[config.mk]
export PLATFORM = sky130hd
export DESIGN_NAME = seg_scan_ctrl
export DESIGN_NICKNAME = d
export VERILOG_FILES = /design/src/rtl/seg_scan_ctrl.sv
export SDC_FILE = /design/constraint.sdc
export NUM_CORES = 1
export LEC_CHECK = 0
export CORE_MARGIN = 5
export CORE_UTILIZATION = 45
export DETAILED_ROUTE_END_ITERATION = 10
export GPL_TIMING_DRIVEN = 0
export PLACE_DENSITY = 0.77
export SLEW_MARGIN = 20
export SYNTH_ARGS = -nofsm -noshare
export SYNTH_HDL_FRONTEND = slang
export SYNTH_SLANG_ARGS = --single-unit
[constraint.sdc]
create_clock -name clk -period 7.45 [get_ports clk]
set_input_delay 1.49 -clock clk [delete_from_list [all_inputs] [get_ports clk]]
set_output_delay 1.49 -clock clk [all_outputs]
set_load 0.01 [all_outputs]
[src/rtl/seg_scan_ctrl.sv]
`default_nettype none
// ============================================================================
// Module      : seg_scan_ctrl
// Description : Time-multiplexed scan controller for NUM_DIGITS common-anode
//               7-segment digits sharing a single bcd7seg decoder. Sequences
//               digit slots with anti-ghost blanking, optional leading-zero
//               suppression and frame-synchronous display updates.
// Revision    : 1.0 - initial release
// ============================================================================
module seg_scan_ctrl #(
    parameter int NUM_DIGITS   = 4,
    parameter int REFRESH_DIV  = 1000,
    parameter int BLANK_CYCLES = 2
) (
    input  logic                      clk,
    input  logic                      rst_n,
    input  logic                      load,
    input  logic [4*NUM_DIGITS-1:0]   data_in,
    input  logic [NUM_DIGITS-1:0]     digit_en,
    input  logic                      lz_en,
    output logic [3:0]                bcd_out,
    output logic [NUM_DIGITS-1:0]     an_n,
    output logic                      frame_done,
    output logic                      upd_pending
);

    localparam int C_MAXC = (REFRESH_DIV > BLANK_CYCLES) ? REFRESH_DIV : BLANK_CYCLES;
    localparam int C_CW   = (C_MAXC > 1) ? $clog2(C_MAXC) : 1;
    localparam int C_IW   = $clog2(NUM_DIGITS);

    localparam logic [C_CW-1:0] C_SHOW_LAST  = C_CW'(REFRESH_DIV - 1);
    localparam logic [C_CW-1:0] C_BLANK_LAST = C_CW'(BLANK_CYCLES - 1);
    localparam logic [C_IW-1:0] C_IDX_LAST   = C_IW'(NUM_DIGITS - 1);

    typedef enum logic [0:0] {
        ST_BLANK = 1'b0,
        ST_SHOW  = 1'b1
    } state_t;

    state_t                    r_state, w_state_nxt;
    logic [C_IW-1:0]           r_idx, w_idx_nxt;
    logic [C_CW-1:0]           r_cnt, w_cnt_nxt;
    logic                      w_frame_end;

    logic [4*NUM_DIGITS-1:0]   r_act_data, w_act_data_nxt;
    logic [NUM_DIGITS-1:0]     r_act_en, w_act_en_nxt;
    logic                      r_act_lz, w_act_lz_nxt;
    logic [4*NUM_DIGITS-1:0]   r_pend_data;
    logic [NUM_DIGITS-1:0]     r_pend_en;
    logic                      r_pend_lz;
    logic                      r_upd_pending, w_upd_pending_nxt;

    logic                      w_zero_run;
    logic [NUM_DIGITS-1:0]     w_supp;
    logic [3:0]                w_digit;
    logic                      w_vis;
    logic [NUM_DIGITS-1:0]     w_an_nxt;
    logic [3:0]                w_bcd_nxt;
    logic                      w_fd_nxt;

    logic [3:0]                r_bcd;
    logic [NUM_DIGITS-1:0]     r_an_n;
    logic                      r_frame_done;

    // Last lit cycle of the top digit; the commit point for pending config.
    assign w_frame_end = (r_state == ST_SHOW) && (r_idx == C_IDX_LAST) && (r_cnt == C_SHOW_LAST);

    // Scan FSM state register: state, digit index and per-state cycle counter.
    always_ff @(posedge clk or negedge rst_n) begin
        if (!rst_n) begin
            r_state <= ST_BLANK;
            r_idx   <= '0;
            r_cnt   <= '0;
        end else begin
            r_state <= w_state_nxt;
            r_idx   <= w_idx_nxt;
            r_cnt   <= w_cnt_nxt;
        end
    end

    // Next-state logic: counter restarts on every state change.
    always_comb begin
        w_state_nxt = r_state;
        w_idx_nxt   = r_idx;
        w_cnt_nxt   = r_cnt + C_CW'(1);
        case (r_state)
            ST_BLANK: begin
                if (r_cnt == C_BLANK_LAST) begin
                    w_state_nxt = ST_SHOW;
                    w_cnt_nxt   = '0;
                end
            end
            ST_SHOW: begin
                if (r_cnt == C_SHOW_LAST) begin
                    w_state_nxt = ST_BLANK;
                    w_cnt_nxt   = '0;
                    w_idx_nxt   = (r_idx == C_IDX_LAST) ? '0 : r_idx + C_IW'(1);
                end
            end
            default: begin
                w_state_nxt = ST_BLANK;
                w_cnt_nxt   = '0;
                w_idx_nxt   = '0;
            end
        endcase
    end

    // Config update: a load in the frame-end cycle bypasses pending straight to active.
    always_comb begin
        w_act_data_nxt    = r_act_data;
        w_act_en_nxt      = r_act_en;
        w_act_lz_nxt      = r_act_lz;
        w_upd_pending_nxt = r_upd_pending;
        if (w_frame_end && load) begin
            w_act_data_nxt    = data_in;
            w_act_en_nxt      = digit_en;
            w_act_lz_nxt      = lz_en;
            w_upd_pending_nxt = 1'b0;
        end else if (w_frame_end && r_upd_pending) begin
            w_act_data_nxt    = r_pend_data;
            w_act_en_nxt      = r_pend_en;
            w_act_lz_nxt      = r_pend_lz;
            w_upd_pending_nxt = 1'b0;
        end else if (load) begin
            w_upd_pending_nxt = 1'b1;
        end
    end

    // Active and pending configuration registers.
    always_ff @(posedge clk or negedge rst_n) begin
        if (!rst_n) begin
            r_act_data    <= '0;
            r_act_en      <= '1;
            r_act_lz      <= 1'b0;
            r_pend_data   <= '0;
            r_pend_en     <= '1;
            r_pend_lz     <= 1'b0;
            r_upd_pending <= 1'b0;
        end else begin
            r_act_data    <= w_act_data_nxt;
            r_act_en      <= w_act_en_nxt;
            r_act_lz      <= w_act_lz_nxt;
            r_upd_pending <= w_upd_pending_nxt;
            if (load) begin
                r_pend_data <= data_in;
                r_pend_en   <= digit_en;
                r_pend_lz   <= lz_en;
            end
        end
    end

    // Leading-zero mask: walk down from the top digit while every digit seen is zero.
    always_comb begin
        w_zero_run = 1'b1;
        w_supp     = '0;
        for (int k = NUM_DIGITS - 1; k >= 0; k--) begin
            w_zero_run = w_zero_run && (w_act_data_nxt[4*k +: 4] == 4'd0);
            w_supp[k]  = w_act_lz_nxt && w_zero_run && (k != 0);
        end
    end

    // Output decode from next state so the registered outputs line up with the FSM.
    always_comb begin
        w_digit = 4'hF;
        w_vis   = 1'b0;
        for (int k = 0; k < NUM_DIGITS; k++) begin
            if (k == int'(w_idx_nxt)) begin
                w_digit = w_act_data_nxt[4*k +: 4];
                w_vis   = w_act_en_nxt[k] && !w_supp[k];
            end
        end
        w_an_nxt  = '1;
        w_bcd_nxt = 4'hF;
        if ((w_state_nxt == ST_SHOW) && w_vis) begin
            w_bcd_nxt = w_digit;
            for (int k = 0; k < NUM_DIGITS; k++) begin
                if (k == int'(w_idx_nxt)) begin
                    w_an_nxt[k] = 1'b0;
                end
            end
        end
        w_fd_nxt = (w_state_nxt == ST_SHOW) && (w_idx_nxt == C_IDX_LAST) &&
                   (w_cnt_nxt == C_SHOW_LAST);
    end

    // Registered display outputs.
    always_ff @(posedge clk or negedge rst_n) begin
        if (!rst_n) begin
            r_an_n       <= '1;
            r_bcd        <= 4'hF;
            r_frame_done <= 1'b0;
        end else begin
            r_an_n       <= w_an_nxt;
            r_bcd        <= w_bcd_nxt;
            r_frame_done <= w_fd_nxt;
        end
    end

    assign an_n        = r_an_n;
    assign bcd_out     = r_bcd;
    assign frame_done  = r_frame_done;
    assign upd_pending = r_upd_pending;

endmodule
`default_nettype wire

# Yosys cells after proc, flatten, opt, wreduce, memory -nomap -nowiden
# Cells that the tools add are included.
# W data, S select, Z words.
[classes]
n_reduce_logical = 23
n_addsub = 2
n_bitwise = 1
eq_ne = 8
muxes = 32
[ops]
columns = ["op", "count"]
rows = [
  ["$mux W16", 2],
  ["$mux W4", 8],
  ["$eq A10 B10 Y1 const B", 2],
  ["$mux W10", 2],
  ["$pmux W10 S2", 1],
  ["$logic_and A1 B1 Y1", 15],
  ["$mux W1", 15],
  ["$logic_not A4 Y1", 3],
  ["$add A10 B1 Y10 const B", 1],
  ["$eq A10 B1 Y1 const B", 1],
  ["$mux W2", 3],
  ["$eq A2 B2 Y1 const A", 2],
  ["$eq A2 B2 Y1 const B", 2],
  ["$logic_not A1 Y1", 3],
  ["$reduce_bool A3 Y1", 1],
  ["$add A2 B1 Y2 const B", 1],
  ["$eq A1 B2 Y1 const A", 1],
  ["$logic_not A2 Y1", 1],
  ["$pmux W1 S2", 1],
  ["$not A1 Y1", 1],
]
[word_totals]
reg_bits = 65
inputBits = 24
output_inout_bits = 10
wordCells = 79

# Logic depth before layout (Yosys ltp)
# Gate-level depths: netlist of run 1.
[depth]
word_depth = 17
mapped_depth = 10
depth_no_buf = 9

# Worst setup path before layout of run 1
# Ideal clock, no wire load.
[synth_path]
path_kind = "in2reg"
startpoint = "input port load"
endpoint = "register r_bcd[2] (netlist: bcd_out[2])"
arrival_ps = 3166
setup_time_ps = 75
cell_stages = 10
t_required_ps = 7375
path_slack_ps = 4209
path_buffers = 3
path_cell_list = "buf_6 > nand3_1 > or4_4 > buf_6 > buf_8 > o22ai_4 > o22ai_2 > a2111oi_4 > o2111ai_2 > o211ai_2"
[synth_via]
elab_chain_len = 13
elab_cells_between_ends = 28
classes_between = "mux: 12; reduce/logical: 16"
[synth_lines]
columns = ["element", "line_no", "rtl"]
rows = [
  ["from (decl)", "17", "input logic load,"],
  ["$logic_and A1 B1 Y1 (*)", "114", "if (w_frame_end && load) begin"],
  ["$mux W16", "114", ""],
  ["$logic_not A4 Y1", "157", "w_zero_run = w_zero_run && (w_act_data_nxt[4*k +: 4] == 4'd0);"],
  ["$logic_and A1 B1 Y1 (2 in a row)", "157", ""],
  ["$logic_and A1 B1 Y1", "158", "w_supp[k] = w_act_lz_nxt && w_zero_run && (k != 0);"],
  ["$logic_not A1 Y1", "169", "w_vis = w_act_en_nxt[k] && !w_supp[k];"],
  ["$logic_and A1 B1 Y1", "169", ""],
  ["$mux W1 (3 in a row)", "167", "if (k == int'(w_idx_nxt)) begin"],
  ["$logic_and A1 B1 Y1", "174", "if ((w_state_nxt == ST_SHOW) && w_vis) begin"],
  ["$mux W4 (*)", "174", ""],
  ["via w_bcd_nxt[2]", "58", "logic [3:0] w_bcd_nxt;"],
  ["to (signal assigned)", "194", "r_bcd <= w_bcd_nxt;"],
  ["to (decl)", "61", "logic [3:0] r_bcd;"],
]
# The timed path passes the listed nets; every way through them passes the cells marked *.
# A chain may end at the register's enable or synchronous reset.

# Worst setup path in the final report of run 1
[layout_path]
startpoint = "register r_cnt[0]"
endpoint = "register r_bcd[3] (netlist: bcd_out[3])"
[layout_via]
elab_chain_len = 16
elab_cells_between_ends = 44
classes_between = "eq/ne: 5; mux: 20; reduce/logical: 19"
[layout_lines]
columns = ["element", "line_no", "rtl"]
rows = [
  ["from (decl)", "42", "logic [C_CW-1:0] r_cnt, w_cnt_nxt;"],
  ["from (signal assigned)", "77", "r_cnt <= w_cnt_nxt;"],
  ["$eq A10 B10 Y1", "66, 94", ""],
  ["$logic_and A1 B1 Y1", "66", "assign w_frame_end = (r_state == ST_SHOW) && (r_idx == C_IDX_LAST) && (r_cnt == C_SHOW_LAST);"],
  ["$logic_and A1 B1 Y1", "119", "end else if (w_frame_end && r_upd_pending) begin"],
  ["$mux W16", "119", ""],
  ["$mux W16", "114", ""],
  ["$logic_not A4 Y1", "157", ""],
  ["$logic_and A1 B1 Y1 (2 in a row)", "157", ""],
  ["$logic_and A1 B1 Y1", "158", ""],
  ["$logic_not A1 Y1", "169", ""],
  ["$logic_and A1 B1 Y1", "169", ""],
  ["$mux W1 (3 in a row)", "167", ""],
  ["$logic_and A1 B1 Y1", "174", ""],
  ["$mux W4 (*)", "174", ""],
  ["via w_bcd_nxt[3]", "58", ""],
]
# Marked as above.

==> results of run 1 <==
==> path summary, 6_finish.rpt <==
kind,startpoint,endpoint,cells after the start
setup reg to reg,r_cnt[0],bcd_out[3],9
setup / recovery,r_cnt[0],bcd_out[3],9
hold reg to reg,r_pend_en[1],r_pend_en[1],2
max in group asynchronous,rst_n,r_act_en[3],2
min in group asynchronous,rst_n,r_cnt[3],1
hold / removal,r_pend_en[1],r_pend_en[1],2
==> through the flow <==
stage / cell area [um^2] / util / power [uW] / instances / hold WS [ns]
6_report: 3980 / 0.551 / 738 / 466 / 0.493
5_1_grt: 3980 / 0.551 / 767 / 466 / 0.516
4_1_cts: 3980 / 0.551 / 749 / 466 / 0.495
3_5_place_dp: 3770 / 0.523 / 432 / 450 / 0.482
3_3_place_gp: 3750 / 0.520 / 429 / 449 / 0.484
2_1_floorplan: 3310 / - / 402 / 318 / 0.467
==> Yosys cell counts, types with 5 or more instances <==
library cell	n
o22ai_1	10
nor3_1	5
inv_1	9
nor2_1	47
mux2i_1	5
nor4_1	5
nand2_1	16
nand2b_1	5
dfstp_2	16
nand3_1	12
and3_1	5
nand4_1	5
clkbuf_1	9
or3_1	5
o21ai_0	7
a21oi_1	12
xor2_1	6
dfrtp_1	49
mux2_2	16
o32ai_1	7
==> area by class of cell <==
class	count	area [um^2]
sequential	65	1650
inverter	10	37.5
clock buffer	14	173
clock inverter	2	35.0
tap	99	124
buffer	19	124
timing repair buffer	33	338
multi-input combinational	224	1500
fill	657	3240
==> power groups by stage <==
| stage | sequential [uW] | combinational [uW] | clock [uW] |
|---|---|---|---|
| after floorplan | 378 | 23.9 | 0 |
| final | 374 | 51.3 | 313 |
| after detailed placement | 380 | 52.0 | 0 |
| after global placement | 380 | 49.2 | 0 |
| after global routing | 375 | 57.0 | 335 |
| after CTS | 374 | 52.1 | 323 |
==> routing by layer <==
metal,wire length (um),vias up,global-route usage
met2,3600,61,0.295
li1,-,1251,-
met3,347,12,0.0493
met4,160,0,0.0900
met5,0,-,0
met1,3480,1259,0.244
==> cell usage in the layout, fill, tap and decap left out, types with 3 or more instances in the layout <==
master           Yosys  layout
dfrtp_1             49      49
nor2_1              47      47
clkdlybuf4s50_1      0      31
nand2_1             16      16
mux2_2              16      16
dfstp_2             16      16
nand3_1             12      12
a21oi_1             12      12
clkbuf_8             0      12
clkbuf_1             9      11
o22ai_1             10      10
inv_1                9       9
o21ai_0              7       7
o32ai_1              7       7
xor2_1               6       6
nor4_1               5       5
and3_1               5       5
nand4_1              5       5
nor3_1               5       5
nand2b_1             5       5
mux2i_1              5       5
or3_1                5       5
o22a_1               4       4
a31oi_1              4       4
buf_4                2       3
buf_6                3       3
o21a_1               3       3
a2bb2oi_1            3       3
a21o_1               3       3
o211ai_1             3       3
a32o_1               3       3
ha_1                 3       3
==> worst min-delay path, stage by stage, from the launching register on <==
cell and delay [ns]:
dfstp_2 0.36, nand2b_1 0.08, nand2_1 0.05
==> sequential cells by signal (all words and copies together), names as in the netlist <==
| signal | cells |
|---|---|
| bcd_out | 4 |
| r_cnt | 10 |
| r_act_lz | 1 |
| r_act_data | 16 |
| r_pend_data | 16 |
| an_n | 4 |
| frame_done | 1 |
| r_act_en | 4 |
| r_pend_en | 4 |
| r_pend_lz | 1 |
| r_idx | 2 |
| r_state | 1 |
| upd_pending | 1 |
==> kinds of logic after synthesis <==
kind of cell	after synthesis	synth area share
DFF	65	0.498
muxes	21	0.0696
buffers and inverters	29	0.0488
adders and majority gates	3	0.0113
xor gates and xnor gates	8	0.0212
AOI/OAI and AO/OA	70	0.163
and+or+nand+nor	122	0.189
==> run_results.csv, run 1 <==
group,metric,value,unit
outcome,status,"complete, no violations",
placed_design,dp_worst_setup_slack,4.03,ns
placed_design,io_buffers,32,
global_routing,grt_usage,0.189,
clock_tree,cts_resized,0,
timing,fin_ws,4.29,ns
logic_synthesis,ys.flop_type,"dfrtp_1",
timing,fin_crit_sh,0.424,
critical_path,crit_type,"flop to flop",
drt,dr_total_vias,2583,
drt,drc_errors,0,
critical_path,r2r_slack,4.29,ns
clock_tree,h-tree-depth,3,
power_and_ir_drop,cellInternalPower,575,uW
logic_synthesis,syn_nets,345,
floorplanning,pin_count,34,
global_routing,grt_pass1_vias,2750,
critical_path,slowest_stage,"mux2i_1",
drt,vias_per_cell,5.54,
clock_tree,cts_buffers,9,
logic_synthesis,synth-edff-count,0,
clock_tree,clkSinkCount,65,
global_routing,grt_max_degree,37,
placed_design,globalplace.congestion,0.919,
power_and_ir_drop,powerDensity,186,nW/um^2
critical_path,path_cells,"ha_1 > nand4_2 > nor4_2 > mux2i_1 > inv_2 > nor3_1 > a211oi_1 > nor2_1 > nand3_1",
timing,worst_pin_slew,0.725,ns
drt,drtIter0Drc,156,
timing,hold_violations,0,
power_and_ir_drop,vdd_drop_max,104,uV
critical_path,path_buf_inv,1,
critical_path,path_delay_family,"simple AND/OR/NAND/NOR gates",
cells_and_area,fin_nets,389,
placed_design,dp_hpwl,5650,um
logic_synthesis,synth_cells,318,
power_and_ir_drop,power_frac_clock,0.423,
floorplanning,initial_utilization,0.459,
critical_path,crit_required,7.71,ns
global_routing,overflow,0,
logic_synthesis,yosysWarnings,0,
critical_path,max_stage_delay,0.68,ns
floorplanning,die_w,95.7,um
power_and_ir_drop,swShare,0.221,
timing,drv_slew,0,
floorplanning,num_rows,31,
timing,period_minus_slack,3.16,ns
logic_synthesis,yosys-top-cells-area,"dfrtp_1, dfstp_2, mux2_2",
logic_synthesis,syn_area,3310,um^2
timing,rsz0062_at_grt,"false",
cells_and_area,diodes,0,
clock_tree,cts_tree,"yes",
floorplanning,dieHeight,95.7,um
drt,ant_nets,0,
critical_path,crit_path_start_kind,"flop",
clock_tree,cts_max_path_buffers,2,
power_and_ir_drop,p_leak,0.00172,uW
logic_synthesis,synth_top_area_frac,0.371,
drt,dr.pass1.iters,4,
clock_tree,hold_buffers,0,
run,drv_cap,0,
logic_synthesis,ys_seq_area_frac,0.498,
cells_and_area,syn2layout_area_growth,20.2,%
logic_synthesis,syn_avg_cell_area,10.4,um^2
drt,wl,7590,um
global_routing,antenna_found_initial,0,
timing,fin_worst_skew,0.00974,ns
drt,wl_per_cell,16.3,um
logic_synthesis,async_reset_ff_frac,1.00,
global_routing,grt_pass1_wl,13100,um
critical_path,path_max_fanout,9,
logic_synthesis,synth_largest_area_cell,"dfrtp_1",
clock_tree,cts_setup_buffers,0,
power_and_ir_drop,power.net_switching,163,uW
floorplanning,dieArea,9170,um^2
power_and_ir_drop,combinationalPowerShare,0.070,
floorplanning,coreArea,7210,um^2
timing,setup_tns,0,ns
cells_and_area,drive_above_1_share,0.193,
power_and_ir_drop,seq_power_share,0.507,
critical_path,crit_arrival,3.42,ns
timing,slew_headroom,0.503,
clock_tree,path_clk_slew,0.07,ns
clock_tree,clk_latency,0.35,ns
hold_path,hp-class,"flop to flop",
clock_tree,root_buffer,"clkbuf_8",
critical_path,end_kind,"flop",
logic_synthesis,synth_cell_types,62,
logic_synthesis,synth-seq-cells,65,
timing,setup_violations,0,
timing,fmax,317,MHz
No activity file was read; power rests on OpenSTA's default activity.
==> inputs of run 2 (changes only) <==
==> constraint.sdc (replaced) <==
create_clock -name clk -period 3 [get_ports clk]
set_input_delay 0.6 -clock clk [delete_from_list [all_inputs] [get_ports clk]]
set_output_delay 0.6 -clock clk [all_outputs]
set_load 0.01 [all_outputs]
==> run 2 against run 1 <==
Against the previous run:
- count of clock-buffer cells in the layout unchanged
- critical endpoint is now an_n[2]
- sequential cell count is the same
- final area rose by 1.4%
- critical path type unchanged
- clock power grew 150%
- sequential share of layout area fell by 0.53 points
- core utilization grew 0.76 points
- highest routed layer unchanged
- hold slack got worse by 0.33 ns
- maximum frequency increased by 10%
- worst setup slack got worse by 4.2 ns
==> run_results.csv, run 2 (synthesis gave the netlist of run 1 again) <==
group,metric,value,unit
cells_and_area,final_common_cell,"dfrtp_1",
power_and_ir_drop,p_leak,0.00173,uW
global_routing,overflow,0,
cells_and_area,top_regs,"r_act_data (16), r_pend_data (16), r_cnt (10)",
timing,slew_headroom,0.514,
global_routing,use_met1,0.244,
clock_tree,cts_buffers,9,
timing,period_minus_slack,2.87,ns
timing,fin_worst_skew,0.00978,ns
floorplanning,num_rows,31,
cells_and_area,finalNonFillerCells,468,
floorplanning,pin_count,34,
timing,fin_crit_sh,0.957,
power_and_ir_drop,power,1840,uW
floorplanning,dieHeight,95.7,um
global_routing,met3_usage,0.0493,
floorplanning,die_w,95.7,um
drt,wl_per_cell,16.5,um
timing,worst_pin_slew,0.729,ns
drt,drc_errors,0,
floorplanning,initial_utilization,0.459,
placed_design,dp_hpwl,5650,um
drt,vias_per_cell,5.58,
timing,drv_slew,0,
cells_and_area,num-fill-cells,646,
cells_and_area,diodes,0,
placed_design,dp.cells,450,
cells_and_area,drive_above_1_share,0.209,
clock_tree,root_buffer,"clkbuf_8",
drt,dr.pass1.iters,6,
timing,fmax,348,MHz
drt,ant_nets,0,
power_and_ir_drop,vdd_drop_max,260,uV
critical_path,critPathLaunch,"r_cnt[1]",
critical_path,r2r_start,"r_cnt[1]",
critical_path,crit_path_start_kind,"flop",
cells_and_area,syn2layout_area_growth,21.9,%
clock_tree,clk_latency,0.35,ns
floorplanning,coreArea,7210,um^2
cells_and_area,fin_nets,391,
global_routing,grt_usage,0.189,
hold_path,hp-class,"input pin to asynchronous set/reset pin",
clock_tree,clkSinkCount,65,
global_routing,grt_pass1_vias,2750,
critical_path,r2r_end,"an_n[2]",
drt,wl,7710,um
critical_path,path_max_fanout,7,
placed_design,globalplace.congestion,0.919,
placed_design,io_buffers,32,
timing,hold_violations,0,
drt,drtIter0Drc,175,
global_routing,grtUsageMet2,0.295,
timing,rsz0062_at_grt,"false",
critical_path,r2r_slack,0.13,ns
global_routing,top_usage_layer,"met2",
cells_and_area,final_cell_mix,"dfrtp_1, nor2_1, clkdlybuf4s50_1",
clock_tree,cts_max_path_buffers,2,
critical_path,crit_type,"flop to flop",
global_routing,grt_pass1_wl,13100,um
timing,setup_violations,0,
power_and_ir_drop,powerDensity,456,nW/um^2
timing,fin_ws,0.129,ns
timing,hold_slack,0.159,ns
critical_path,crit_arrival,3.17,ns
clock_tree,h-tree-depth,3,
critical_path,end_kind,"flop",
drt,dr_total_vias,2610,
clock_tree,cts_tree,"yes",
clock_tree,path_clk_slew,0.07,ns
floorplanning,dieArea,9170,um^2
global_routing,grt_max_degree,37,
placed_design,dp_worst_setup_slack,-0.141,ns
critical_path,crit_required,3.29,ns
global_routing,antenna_found_initial,0,
outcome,status,"complete, no violations",
critical_path,r2r_cells,9,
run,drv_cap,0,
==> run 2: how the worst max path moves through the flow <==
stage / end
after global placement: r_pend_data[1]
after global routing: an_n[2]
after detailed placement: bcd_out[1]
final: an_n[2]
after floorplan: an_n[2]
after CTS: an_n[2]
==> run 2: metrics by stage <==
step / cell area (um^2) / TNS (ns) / util
global placement: 3750 / -36.60 / 0.520
finish: 4030 / 0 / 0.559
floorplan: 3310 / 0 / -
global route: 4030 / 0 / 0.559
detailed placement: 3770 / -0.518 / 0.523
CTS: 3980 / 0 / 0.552
==> run 2: what timing repair did <==
| action | in CTS | in global routing |
|---|---|---|
| setup endpoints to repair | 7 | 6 |
| pin swaps | 0 | 0 |
| setup buffers | 0 | 2 |
| endpoints found under the hold margin | 0 | 0 |
| gates resized for setup | 2 | 5 |
| hold buffers | 0 | 0 |
==> run 2: critical path, stage by stage, from the launching register on <==
cell and delay, ns:
dfrtp_1 0.48, ha_4 0.22, nand4_2 0.17, or4_1 0.53, clkbuf_1 0.24, mux2i_1 0.17, mux2_2 0.29, or3_1 0.30
nor3_1 0.24, or3_1 0.18
==> run 2: layer usage <==
metal,part of all wire,up-vias,wire length [um]
li1,-,1258,-
met1,0.46,1271,3510
met2,0.48,69,3670
met3,0.048,12,369
met4,0.021,0,163
met5,0,-,0
==> run 2: report_power, final <==
part / switching [uW] / internal, uW / total [uW]
logic: 63.7 / 64.8 / 129
registers: 16.5 / 913 / 929
clock network: 329 / 451 / 781
==> run 2: final cells by class <==
class / instances / area, um^2 / share of cell area
Multi-Input combinational cell: 224 / 1540 / 0.382
Tap cell: 99 / 124 / 0.0307
Timing Repair Buffer: 35 / 353 / 0.0875
Sequential cell: 65 / 1650 / 0.409
Buffer: 19 / 124 / 0.0307
Inverter: 10 / 37.5 / 0.00931
Clock inverter: 2 / 35.0 / 0.00869
Clock buffer: 14 / 173 / 0.0428
